## config.mk

```make
export PLATFORM = sky130hd
export DESIGN_NAME = max_qos_tracker
export DESIGN_NICKNAME = d
export VERILOG_FILES = /design/src/rtl/max_qos_pkg.sv /design/src/rtl/max_qos_penc.sv /design/src/rtl/max_qos_tracker.sv
export SDC_FILE = /design/constraint.sdc
export NUM_CORES = 1
export LEC_CHECK = 0
export CAP_MARGIN = 20
export CORE_UTILIZATION = 25
export CTS_BUF_LIST = sky130_fd_sc_hd__clkbuf_8
export CTS_CLUSTER_DIAMETER = 200
export DETAILED_ROUTE_END_ITERATION = 10
export DONT_BUFFER_PORTS = 1
export PLACE_DENSITY = 0.44
export SETUP_SLACK_MARGIN = 0.4
export SYNTH_ARGS = -nofsm -noshare
export SYNTH_HDL_FRONTEND = slang
export SYNTH_HIERARCHICAL = 1
export SYNTH_SLANG_ARGS = --single-unit
export TNS_END_PERCENT = 1
```

## constraint.sdc

```tcl
create_clock -name clk -period 5.2 [get_ports clk]
set_input_delay 1.04 -clock clk [delete_from_list [all_inputs] [get_ports clk]]
set_output_delay 1.04 -clock clk [all_outputs]
set_load 0.05 [all_outputs]
```

## src/rtl/max_qos_pkg.sv

```systemverilog
// Shared defaults and types for the outstanding-transaction QoS tracker.
// Pure declarations: no logic, no latency, no flow control.
package max_qos_pkg;
  localparam int DEF_NUM_IDS = 16;
  localparam int DEF_QOS_W   = 3;
  localparam int NUM_LVLS    = 2**DEF_QOS_W;
  typedef logic [DEF_QOS_W-1:0] qos_t;
endpackage

```

## src/rtl/max_qos_penc.sv

```systemverilog
// Highest-set-index priority encoder over per-level occupancy flags.
// Purely combinational; no backpressure.
module max_qos_penc
  import max_qos_pkg::*;
#(
  parameter int N     = NUM_LVLS,
  parameter int IDX_W = $clog2(N)
) (
  input  logic [N-1:0]     nz,
  output logic [IDX_W-1:0] idx,
  output logic             any
);

  always_comb begin
    idx = '0;
    any = |nz;
    // Ascending scan so the highest set flag is the last one assigned.
    for (int i = 0; i < N; i++) begin
      if (nz[i]) idx = IDX_W'(i);
    end
  end

endmodule

```

## src/rtl/max_qos_tracker.sv

```systemverilog
// Per-ID QoS tracker reporting the max QoS among in-flight IDs; state updates on each clk edge,
// max is combinational from state (REG_OUT adds one cycle); always accepts rd/wr, no backpressure.
module max_qos_tracker
  import max_qos_pkg::*;
#(
  parameter int NUM_IDS = DEF_NUM_IDS,
  parameter int ID_W    = $clog2(NUM_IDS),
  parameter int QOS_W   = DEF_QOS_W,
  parameter bit REG_OUT = 1'b0
) (
  input  logic             clk,
  input  logic             rst,
  input  logic             wr_vld,
  input  logic [ID_W-1:0]  wr_id,
  input  logic [QOS_W-1:0] wr_qos,
  input  logic             rd_vld,
  input  logic [ID_W-1:0]  rd_id,
  output logic [QOS_W-1:0] rd_qos,
  output logic [QOS_W-1:0] o_max_qos,
  output logic             o_max_vld,
  output logic [ID_W:0]    o_count,
  output logic             o_full,
  output logic             o_empty,
  output logic             o_wr_err,
  output logic             o_rd_err
);

  localparam int LVLS  = 2**QOS_W;
  localparam int CNT_W = ID_W + 1;
  localparam int SUM_W = CNT_W + QOS_W;

  logic [NUM_IDS-1:0] vld;
  logic [QOS_W-1:0]   qos     [NUM_IDS];
  logic [CNT_W-1:0]   lvl_cnt [LVLS];
  logic [CNT_W-1:0]   lvl_nxt [LVLS];
  logic [CNT_W-1:0]   count;
  logic               wr_err, rd_err;
  logic               rd_hit, rd_miss, same_retire, wr_over, wr_alloc;
  logic [LVLS-1:0]    nz;
  logic [QOS_W-1:0]   max_c;
  logic               any_c;
  logic [SUM_W-1:0]   lvl_sum;

  always_comb begin
    rd_hit      = rd_vld & vld[rd_id];
    rd_miss     = rd_vld & ~vld[rd_id];
    same_retire = rd_hit & (rd_id == wr_id);
    wr_over     = wr_vld & vld[wr_id] & ~same_retire;
    wr_alloc    = wr_vld & ~wr_over;
    nz          = '0;
    lvl_sum     = '0;
    // A read of one ID and an overwrite of another may both drain the same level.
    for (int l = 0; l < LVLS; l++) begin
      lvl_nxt[l] = lvl_cnt[l]
                 + CNT_W'(wr_vld  && (wr_qos      == QOS_W'(l)))
                 - CNT_W'(rd_hit  && (qos[rd_id]  == QOS_W'(l)))
                 - CNT_W'(wr_over && (qos[wr_id]  == QOS_W'(l)));
      nz[l]      = (lvl_cnt[l] != '0);
      lvl_sum    = lvl_sum + SUM_W'(lvl_cnt[l]);
    end
  end

  assign rd_qos = vld[rd_id] ? qos[rd_id] : '0;

  always_ff @(posedge clk or posedge rst) begin
    if (rst) begin
      vld    <= '0;
      count  <= '0;
      wr_err <= 1'b0;
      rd_err <= 1'b0;
      for (int i = 0; i < NUM_IDS; i++) qos[i] <= '0;
      for (int l = 0; l < LVLS; l++) lvl_cnt[l] <= '0;
    end else begin
      if (rd_hit) vld[rd_id] <= 1'b0;
      if (wr_vld) begin
        vld[wr_id] <= 1'b1;
        qos[wr_id] <= wr_qos;
      end
      for (int l = 0; l < LVLS; l++) lvl_cnt[l] <= lvl_nxt[l];
      count  <= count + CNT_W'(wr_alloc) - CNT_W'(rd_hit);
      wr_err <= wr_over;
      rd_err <= rd_miss;
    end
  end

  max_qos_penc #(.N(LVLS), .IDX_W(QOS_W)) u_penc (
    .nz  (nz),
    .idx (max_c),
    .any (any_c)
  );

  generate
    if (REG_OUT) begin : g_reg_out
      always_ff @(posedge clk or posedge rst) begin
        if (rst) begin
          o_max_qos <= '0;
          o_max_vld <= 1'b0;
        end else begin
          o_max_qos <= max_c;
          o_max_vld <= any_c;
        end
      end
    end else begin : g_comb_out
      assign o_max_qos = max_c;
      assign o_max_vld = any_c;
    end
  endgenerate

  assign o_count  = count;
  assign o_full   = (count == CNT_W'(NUM_IDS));
  assign o_empty  = (count == '0);
  assign o_wr_err = wr_err;
  assign o_rd_err = rd_err;

  lvl_sum_matches_count: assert property (@(posedge clk) disable iff (rst)
    lvl_sum == SUM_W'(count));

endmodule

```

# [Word-level counts from Yosys, hierarchy flattened]
# Cells that the tools add are included.
[totals] register_bits=111 in_bits=15 output_inout_bits=16 elab_cells=165
[classes] addsub=26 order_cmp=7 eq_ne=23 muxes=27 n_bitwise=14 n_reduce_logical=40
[ops] operator="$sub A5 B1 Y5" count=17
[ops] operator="$bwmux W48" count=1
[ops] operator="$add A5 B1 Y5" count=9
[ops] operator="$reduce_bool A5 Y1" count=8
[ops] operator="$eq A3 B3 Y1 const B" count=12
[ops] operator="$mux W16" count=2
[ops] operator="$mux W3" count=10
[ops] operator="$logic_and A1 B1 Y1" count=27
[ops] operator="$bmux W3 S4" count=2
[ops] operator="$eq A3 B2 Y1 const B" count=6
[ops] operator="$and A16 B16 Y16" count=1
[ops] operator="$not A16 Y16" count=1
[ops] operator="$or A16 B16 Y16" count=1
[ops] operator="$demux W3 S4" count=1
[ops] operator="$ge A5 B5 Y1 const B" count=2
[ops] operator="$lt A4 B5 Y1 const B" count=2
[ops] operator="$not A4 Y5" count=2
[ops] operator="$eq A3 B1 Y1 const B" count=3
[ops] operator="$logic_not A3 Y1" count=3
[ops] operator="$bmux W1 S4" count=2
[ops] operator="$demux W1 S4" count=2
[ops] operator="$ge A4 B1 Y1 const B" count=2
[ops] operator="$reduce_or A8 Y1" count=1
[ops] operator="$and A1 B1 Y1" count=6
[ops] operator="other kinds (7)" count=14

# [Logic depth before layout (Yosys ltp)]
# Gate-level depths: netlist of run 1.
[depth] word_depth=10 mapped_depth=16 mapped_depth_nobuf=13

# [By module]
# The synthesis of run 1 kept the hierarchy.
[by_module_without_submodules] mod="max_qos_tracker" instances=1 cells_per_inst=602 area_each_um2=6886.6 seq_area_each_um2=2777.7
[by_module_without_submodules] mod="max_qos_penc" instances=1 cells_per_inst=12 area_each_um2=66.3 seq_area_each_um2=0.0

# [Worst setup path before layout of run 1]
# No wires, ideal clock.
[synth_timing] path_kind="input port to flip-flop" startpoint="input port wr_id[1]" endpoint="register lvl_cnt[38] (netlist name)" setup_time_ns=0.123 arrival_time_ns=4.102 t_required_ns=5.077 setup_slack_ns=0.975 path_stages=13 n_path_buf=2 path_cell_list="clkbuf_1 > buf_2 > mux4_2 > mux4_2 > or2_0 > nor3_1 > fa_1 > inv_1 > ha_1 > ha_1 > inv_1 > fa_1 > xor2_1"
[synth_rtl] element="start: declaration" line_no="max_qos_tracker.sv:14" source="input logic [ID_W-1:0] wr_id,"
[synth_rtl] element="end: declaration" line_no="max_qos_tracker.sv:34" source="logic [CNT_W-1:0] lvl_cnt [LVLS];"

# [Final worst setup path of run 1]
[layout_timing] startpoint="register lvl_cnt[17] (netlist name)" endpoint="output port o_max_qos[1]"
[layout_between] elab_chain_cells=5
[layout_lines] element="$reduce_bool A5 Y1" line_no="max_qos_tracker.sv:58" source="nz[l] = (lvl_cnt[l] != '0);"
[layout_lines] element="via nz[4]" line_no="max_qos_tracker.sv:39" source="logic [LVLS-1:0] nz;"
[layout_lines] element="$mux W3 (4 in a row)" line_no="max_qos_penc.sv:19" source="if (nz[i]) idx = IDX_W'(i);"
[layout_lines] element="end: declaration" line_no="max_qos_tracker.sv:19" source="output logic [QOS_W-1:0] o_max_qos,"
# The timed path passes the listed nets, and every way through them passes these cells.

==> summary.md, run 1 <==
| Metric | Value |
|---|---|
| Maximum cell stage delay along the critical path | 0.92 ns |
| Clock buffer depth | 2 |
| Crit Reg-Reg Startpoint | qos[24]$_DFFE_PP0P_ |
| Tcrit/Tclk final | 71.7% |
| Number of cells produced by synthesis | 614 |
| Arrival time worst endpoint | 2.69 ns |
| Final setup violation count | 0 |
| Max Clock Skew | 0.0288 ns |
| Post-DP HPWL | 12100 um |
| Drt drc | 0 |
| Root Driver | clkbuf_8 |
| Global router's overall resource usage | 12.2% |
| Total I/O pin count | 31 |
| Vias in the first global route | 4853 |
| Clock edge transition at the registers on the reported setup and hold paths | 0.13 ns |
| H-tree levels | 3 |
| Cells resized by post-CTS repair | 0 |
| Overall die width | 169 um |
| Number of nets in the layout | 693 |
| Number of buffers inserted during clock tree synthesis | 9 |
| Setup Buffers After CTS | 0 |
| RSZ-0062 raised after global routing | false |
| # diodes | 0 |
| Max-Slew Margin vs Limit | 25.8% |
| Effective utilization at floorplan | 25.7% |
| Area of the die | 28500 sq um |
| Hold_sp | vld[12]$_DFF_PP0_ |
| Clock network latency to the later pin of the worst-skew pair | 0.42 ns |
| Core area | 27100 sq um |
| Routed WL per cell | 16.2 um |
| Total power | 3.41 mW |
| Pleak | 3.34 nW |
| Most instantiated flip-flop cell in the synthesis netlist | dfrtp_1 |
| Global-route wire length before repair | 26800 um |
| Fraction of layout instances using a drive strength above 1 | 19.0% |
| Rows | 60 |
| Area share of the largest cell type after synthesis | 39.9% |
| Cell types occupying the most area after synthesis | dfrtp_1 40%, ha_1 9.7%, mux2_2 8.7% |
| Worst min-delay path class | reg -> reg |
| Commonest cells after routing, fill and taps aside | 111 x dfrtp_1, 80 x inv_1, 58 x nor2_1, 54 x mux2_2, 54 x ha_1 |
| Minimum clock period | 3.73 ns |
| Nets in the synthesized netlist | 700 |
| Maximum fanout along the worst path | 3 |
| Seq/Total Area, Yosys | 39.9% |
| Most frequent standard cell in the layout excluding fill and tap cells | dfrtp_1 |
| Post-synthesis async set-or-reset flop share | 100% |
| Iteration-0 DRC Markers | 265 |
| Endpoint class of the critical path | primary output |
| Fmax | 268 MHz |
| Total congestion overflow after global routing | 0 |
| Post-synthesis instance area | 6950 sq um |
| Count of yosys warnings during synthesis | 6 |
| Routed Antenna Nets | 0 |
| Hold Violations, Final | 0 |
| Type of the worst setup path | reg -> out |
| Result of the run | finished, final reports clean |
| Wire length reported by the detailed router | 15900 um |
| Average via count per standard cell | 4.50 |
| Final GP Congestion | 0.785 |
| Worst-margin pin slew | 1.11 ns |
| Data required time at the worst endpoint | 4.16 ns |
| First-pass DRT Iterations | 4 |
| Growth of design area from synthesis to finish | 8.94% |
| Startpoint types | flop |
| Post-synth top area cell | dfrtp_1 |
| Critical Path Source | lvl_cnt[17]$_DFF_PP0_ |
| Maximum resistive drop on vdd | 0.160 mV |
| Number of antenna violations at the first check in global routing | 0 |
| Sum of negative setup slack | 0 ns |
| Power per Cell Area | 451 nW/um^2 |
| Max Slew Vio Count | 0 |
| CP max-delay cell | o31ai_2 |
| Number of filler instances in the final layout | 2841 |
| Chain of cells forming the critical path | inv_1 > ha_1 > or4b_2 > o31ai_2 |
| Largest net degree at the start of global routing | 71 |
| Chip height | 169 um |
| Count of buffers from port buffering | 0 |
| TritonCTS clock tree | built |
| Number of clock sinks seen by CTS | 111 |
| Number of maximum-capacitance violations | 0 |
| FF+latch count, synth | 111 |
| Average cell area after synthesis | 11.3 sq um |
| Via count | 4429 |
| Post-CTS Hold Buffers | 0 |
| Number of enable flip-flop cells after synthesis | 0 |
| Distinct cell type count of the synthesized netlist | 51 |
through the flow:
stage | util [%] | worst slack, ns | hold WS, ns | cells | area (sq um)
after global placement | 27.1 | 1.11 | 0.499 | 968 | 7350
after detailed placement | 27.1 | 1.03 | 0.484 | 968 | 7350
final | 28.0 | 1.47 | 0.509 | 984 | 7570
after global routing | 28.0 | 1.29 | 0.555 | 984 | 7570
after CTS | 28.0 | 1.42 | 0.517 | 984 | 7570
after floorplan | - | 0.975 | 0.462 | 614 | 6950
cells in the mapped netlist, drive strengths merged (2+ instances only):
cell type / count
buf: 8
a21oi: 14
nor3: 11
mux2i: 10
nor2b: 7
and2: 2
clkbuf: 13
or2: 5
inv: 82
nand4: 4
o21ai: 15
fa: 17
nand3: 15
nand2b: 18
ha: 54
o221ai: 2
dfrtp: 111
a21o: 5
a22oi: 3
nor2: 58
or4b: 2
mux2: 54
mux4: 29
nand2: 24
xor2: 8
xnor2: 24
nand3b: 3
o31ai: 4
kinds of logic after synthesis:
| logic type | share of synthesized area, % |
|---|---|
| adder cells (fa/ha/maj) | 14.6 |
| flip-flops | 39.9 |
| multiplexers | 19.7 |
| AND/OR/NAND/NOR | 10.9 |
| AO/OA/AOI/OAI | 4.71 |
| buffers and inverters | 6.06 |
| XOR/XNOR | 4.03 |
worst max-delay path: cells and delay by family (launching register included):
kind	cells	cell delay, ns
AND/OR/NAND/NOR	1	0.68
buffers and inverters	1	0.13
AO/OA/AOI/OAI	1	0.92
flip-flops	1	0.41
adder cells (fa/ha/maj)	1	0.16
flip-flops by register name (all words and copies together) (netlist names):
name	flops
qos	48
lvl_cnt	40
vld	16
o_count	5
o_rd_err	1
o_wr_err	1
final timing paths:
kind | slack, ns | cells past startpoint | to
min | 0.51 | 1 | vld[12]$_DFF_PP0_
max reg2reg | 1.72 | 11 | lvl_cnt[38]$_DFF_PP0_
max | 1.47 | 4 | o_max_qos[1]
min reg2reg | 0.51 | 1 | vld[12]$_DFF_PP0_
max in group asynchronous | 3.35 | 2 | lvl_cnt[33]$_DFF_PP0_
min in group asynchronous | 0.65 | 1 | o_rd_err$_DFF_PP0_
where the power goes:
part | total, mW | leakage [nW] | switching (mW) | internal (mW)
combinational | 1.34 | 1.91 | 0.665 | 0.674
clock | 0.579 | 0.112 | 0.375 | 0.204
sequential | 1.49 | 1.32 | 0.313 | 1.18
total | 3.41 | 3.34 | 1.35 | 2.06
cell type report:
type                    instances  area [sq um]  area share [%]
multi-input cells             400          3770            49.8
flip-flops and latches        111          2780            36.7
clock buffers                   9           124            1.64
inverters                      82           310            4.10
well taps                     372           465            6.14
repair buffers                  3          22.5           0.297
clock inverters                 7           104            1.37
per-layer routing:
layer / share of wire (%) / GRT usage [%] / wire (um) / vias up
met5: 0 / 0 / 0 / -
met4: 1.0 / 2.89 / 159 / 0
met3: 4.2 / 3.18 / 664 / 10
met2: 51 / 21.5 / 8140 / 60
met1: 44 / 14.8 / 6980 / 2280
li1: - / - / - / 2079
(Power assumes the default switching activity.)
==> run 2, diff against run 1 <==
--- a/config.mk
+++ b/config.mk
@@ -11,7 +11,7 @@
 export CTS_CLUSTER_DIAMETER = 200
 export DETAILED_ROUTE_END_ITERATION = 10
 export DONT_BUFFER_PORTS = 1
-export PLACE_DENSITY = 0.44
+export PLACE_DENSITY = 0.46
 export SETUP_SLACK_MARGIN = 0.4
 export SYNTH_ARGS = -nofsm -noshare
 export SYNTH_HDL_FRONTEND = slang
==> constraint.sdc (replaced) <==
create_clock -name clk -period 3.1 [get_ports clk]
set_input_delay 0.62 -clock clk [delete_from_list [all_inputs] [get_ports clk]]
set_output_delay 0.62 -clock clk [all_outputs]
set_load 0.05 [all_outputs]
==> run 2 against run 1 <==
Net effect:
- sequential power is 68% higher
- the run now ends with negative setup slack left
- sequential cell count unchanged
- die area unchanged
- non-clock buffer count rose by 61
- first-iteration DRC count down 7.9%
- register-to-register slack got worse by 2.0 ns
- sequential share of layout area decreased by 3.7 points
- wire length up 4.5%
- clock skew is 0.015 ns lower
- cell area is 11% higher
- critical endpoint is now lvl_cnt[37]$_DFF_PP0_
- combinational power grew 110%
==> summary.md, run 2 (synthesis results as in run 1) <==
| Metric | Value |
|---|---|
| Effective utilization at floorplan | 25.7% |
| Chip height | 169 um |
| Clock buffer depth | 2 |
| Switching share of power | 38.8% |
| H-tree levels | 3 |
| Pleak | 3.66 nW |
| Final setup slack of the worst path | -0.307 ns |
| Root Driver | clkbuf_8 |
| Endpoint class of the critical path | flop |
| Cell-internal power | 3.76 mW |
| Max-Slew Margin vs Limit | 53.4% |
| Maximum fanout along the worst path | 4 |
| Via count | 4590 |
| Hold Violations, Final | 0 |
| Clock network latency to the later pin of the worst-skew pair | 0.40 ns |
| Fmax | 294 MHz |
| Power per Cell Area | 729 nW/um^2 |
| Type of the worst setup path | reg -> reg |
| Final GP Congestion | 0.752 |
| Rows | 60 |
| Number of nets in the layout | 754 |
| Number of clock sinks seen by CTS | 111 |
| # diodes | 0 |
| Worst min-delay path class | in -> async |
| Routed WL per cell | 15.9 um |
| Worst-margin pin slew | 0.693 ns |
| Overall die width | 169 um |
| Final setup violation count | 23 |
| Worst hold slack across all endpoints | 0.147 ns |
| Wire length reported by the detailed router | 16700 um |
| Number of maximum-capacitance violations | 0 |
| Post-DP HPWL | 12200 um |
| Commonest cells after routing, fill and taps aside | 111 x dfrtp_1, 65 x inv_1, 54 x mux2_2, 52 x buf_4, 50 x nor2_1 |
| TritonCTS clock tree | built |
| Drt drc | 0 |
| Max Slew Vio Count | 0 |
| Sequential group share of total power | 40.6% |
| Number of flip-flops under the largest register name | 48 |
| Core area | 27100 sq um |
| Minimum clock period | 3.41 ns |
| Startpoint types | flop |
| RSZ-0062 raised after global routing | true |
| Sum of negative setup slack | -4.66 ns |
| Largest reg by FF count | qos |
| Failing checks | negative setup slack |
| Growth of design area from synthesis to finish | 21.1% |
| Maximum resistive drop on vdd | 0.220 mV |
| Sw power | 2.38 mW |
| Total congestion overflow after global routing | 0 |
| Routed Antenna Nets | 0 |
| Largest net degree at the start of global routing | 48 |
| Result of the run | finished, violations left |
| Global-route track usage on met2 | 20.1% |
| Vias in the first global route | 4731 |
| Area of the die | 28500 sq um |
| Data required time at the worst endpoint | 3.40 ns |
| Global-route wire length before repair | 27000 um |
| Max Clock Skew | 0.0133 ns |
| Number of buffers inserted during clock tree synthesis | 9 |
| Iteration-0 DRC Markers | 244 |
| Clock edge transition at the registers on the reported setup and hold paths | 0.12 ns |
| Registers with the most flip-flops | qos: 48 flops, lvl_cnt: 40 flops, vld: 16 flops |
| Post-CTS Hold Buffers | 0 |
| Proportion of power drawn by combinational gates | 44.9% |
| Share of power burned in the clock network | 14.5% |
| First-pass DRT Iterations | 4 |
| Tcrit/Tclk final | 110% |
| Arrival time worst endpoint | 3.71 ns |
| Post-Place Worst Slack | -0.579 ns |
| Average via count per standard cell | 4.39 |
| Met3 routing resource usage after global routing | 3.13% |
| Global router's overall resource usage | 12.5% |
| Fraction of layout instances using a drive strength above 1 | 37.0% |
| Number of antenna violations at the first check in global routing | 0 |
| Count of buffers from port buffering | 0 |
| Met1 track demand over resource in global routing | 16.4% |
| Highest-utilization routing layer at the global route stage | met2 |
| Total I/O pin count | 31 |
| Most frequent standard cell in the layout excluding fill and tap cells | dfrtp_1 |
==> run 2: changes by cell type in the layout (fill, tap and decap cells not counted), moves of 11 or more <==
cell | previous run | this run
buf_4 | 3 | 52
ha_1 | 54 | 39
inv_1 | 80 | 65
inv_2 | 1 | 16
buf_6 | 0 | 11
ha_4 | 0 | 11
==> run 2: area by class of cell <==
type,count,area [sq um]
repair buffers,64,529
inverters,82,310
clock buffers,10,138
clock inverters,6,43.8
multi-input cells,400,4160
fillers,2790,18700
flip-flops and latches,111,2780
well taps,372,465
==> run 2: path summary, 6_finish.rpt <==
check	startpoint	endpoint	slack [ns]	cells past startpoint
max	qos[46]$_DFFE_PP0P_	lvl_cnt[37]$_DFF_PP0_	-0.31	11
min	rst	o_count[3]$_DFF_PP0_	0.15	1
max reg2reg	qos[46]$_DFFE_PP0P_	lvl_cnt[37]$_DFF_PP0_	-0.31	11
min reg2reg	qos[21]$_DFFE_PP0P_	qos[21]$_DFFE_PP0P_	0.54	1
max in group asynchronous	rst	qos[7]$_DFFE_PP0P_	2.18	2
min in group clk	rd_vld	o_rd_err$_DFF_PP0_	0.35	1
==> run 2: timing repair <==
item	4_1_cts	5_1_grt
setup endpoints to repair	48	50
setup buffers	1	6
pin swaps	10	27
hold endpoints to repair	0	0
gates resized for setup	41	68
==> run 2: critical path: stages, from the launching register on <==
cell     delay, ns
dfrtp_1       0.42
mux4_2        0.47
mux4_2        0.54
or2_4         0.29
nor3_4        0.19
fa_1          0.45
inv_2         0.08
ha_4          0.14
ha_4          0.13
inv_2         0.03
fa_2          0.52
inv_2         0.03
==> run 2: metal layers <==
metal / vias up / wire length, um
met5: - / 0
met4: 0 / 263
met3: 17 / 754
met2: 73 / 8010
met1: 2303 / 7620
li1: 2197 / -
==> run 2: metrics by stage <==
step                      area (sq um)  power (mW)  utilization [%]  cells
after floorplan                   6980        4.33                -    614
after global placement            7760        4.94             28.7   1022
after detailed placement          7760        4.99             28.7   1022
after CTS                         8110        6.00             29.9   1039
after global routing              8420        6.70             31.1   1045
final                             8420        6.14             31.1   1045
==> run 2: power groups by stage <==
stage / Clock (mW) / Combinational (mW) / Sequential [mW]
final: 0.889 / 2.76 / 2.50
after floorplan: 0 / 1.93 / 2.40
after global placement: 0 / 2.42 / 2.52
after detailed placement: 0 / 2.48 / 2.52
after global routing: 0.991 / 3.14 / 2.57
after CTS: 0.942 / 2.56 / 2.50
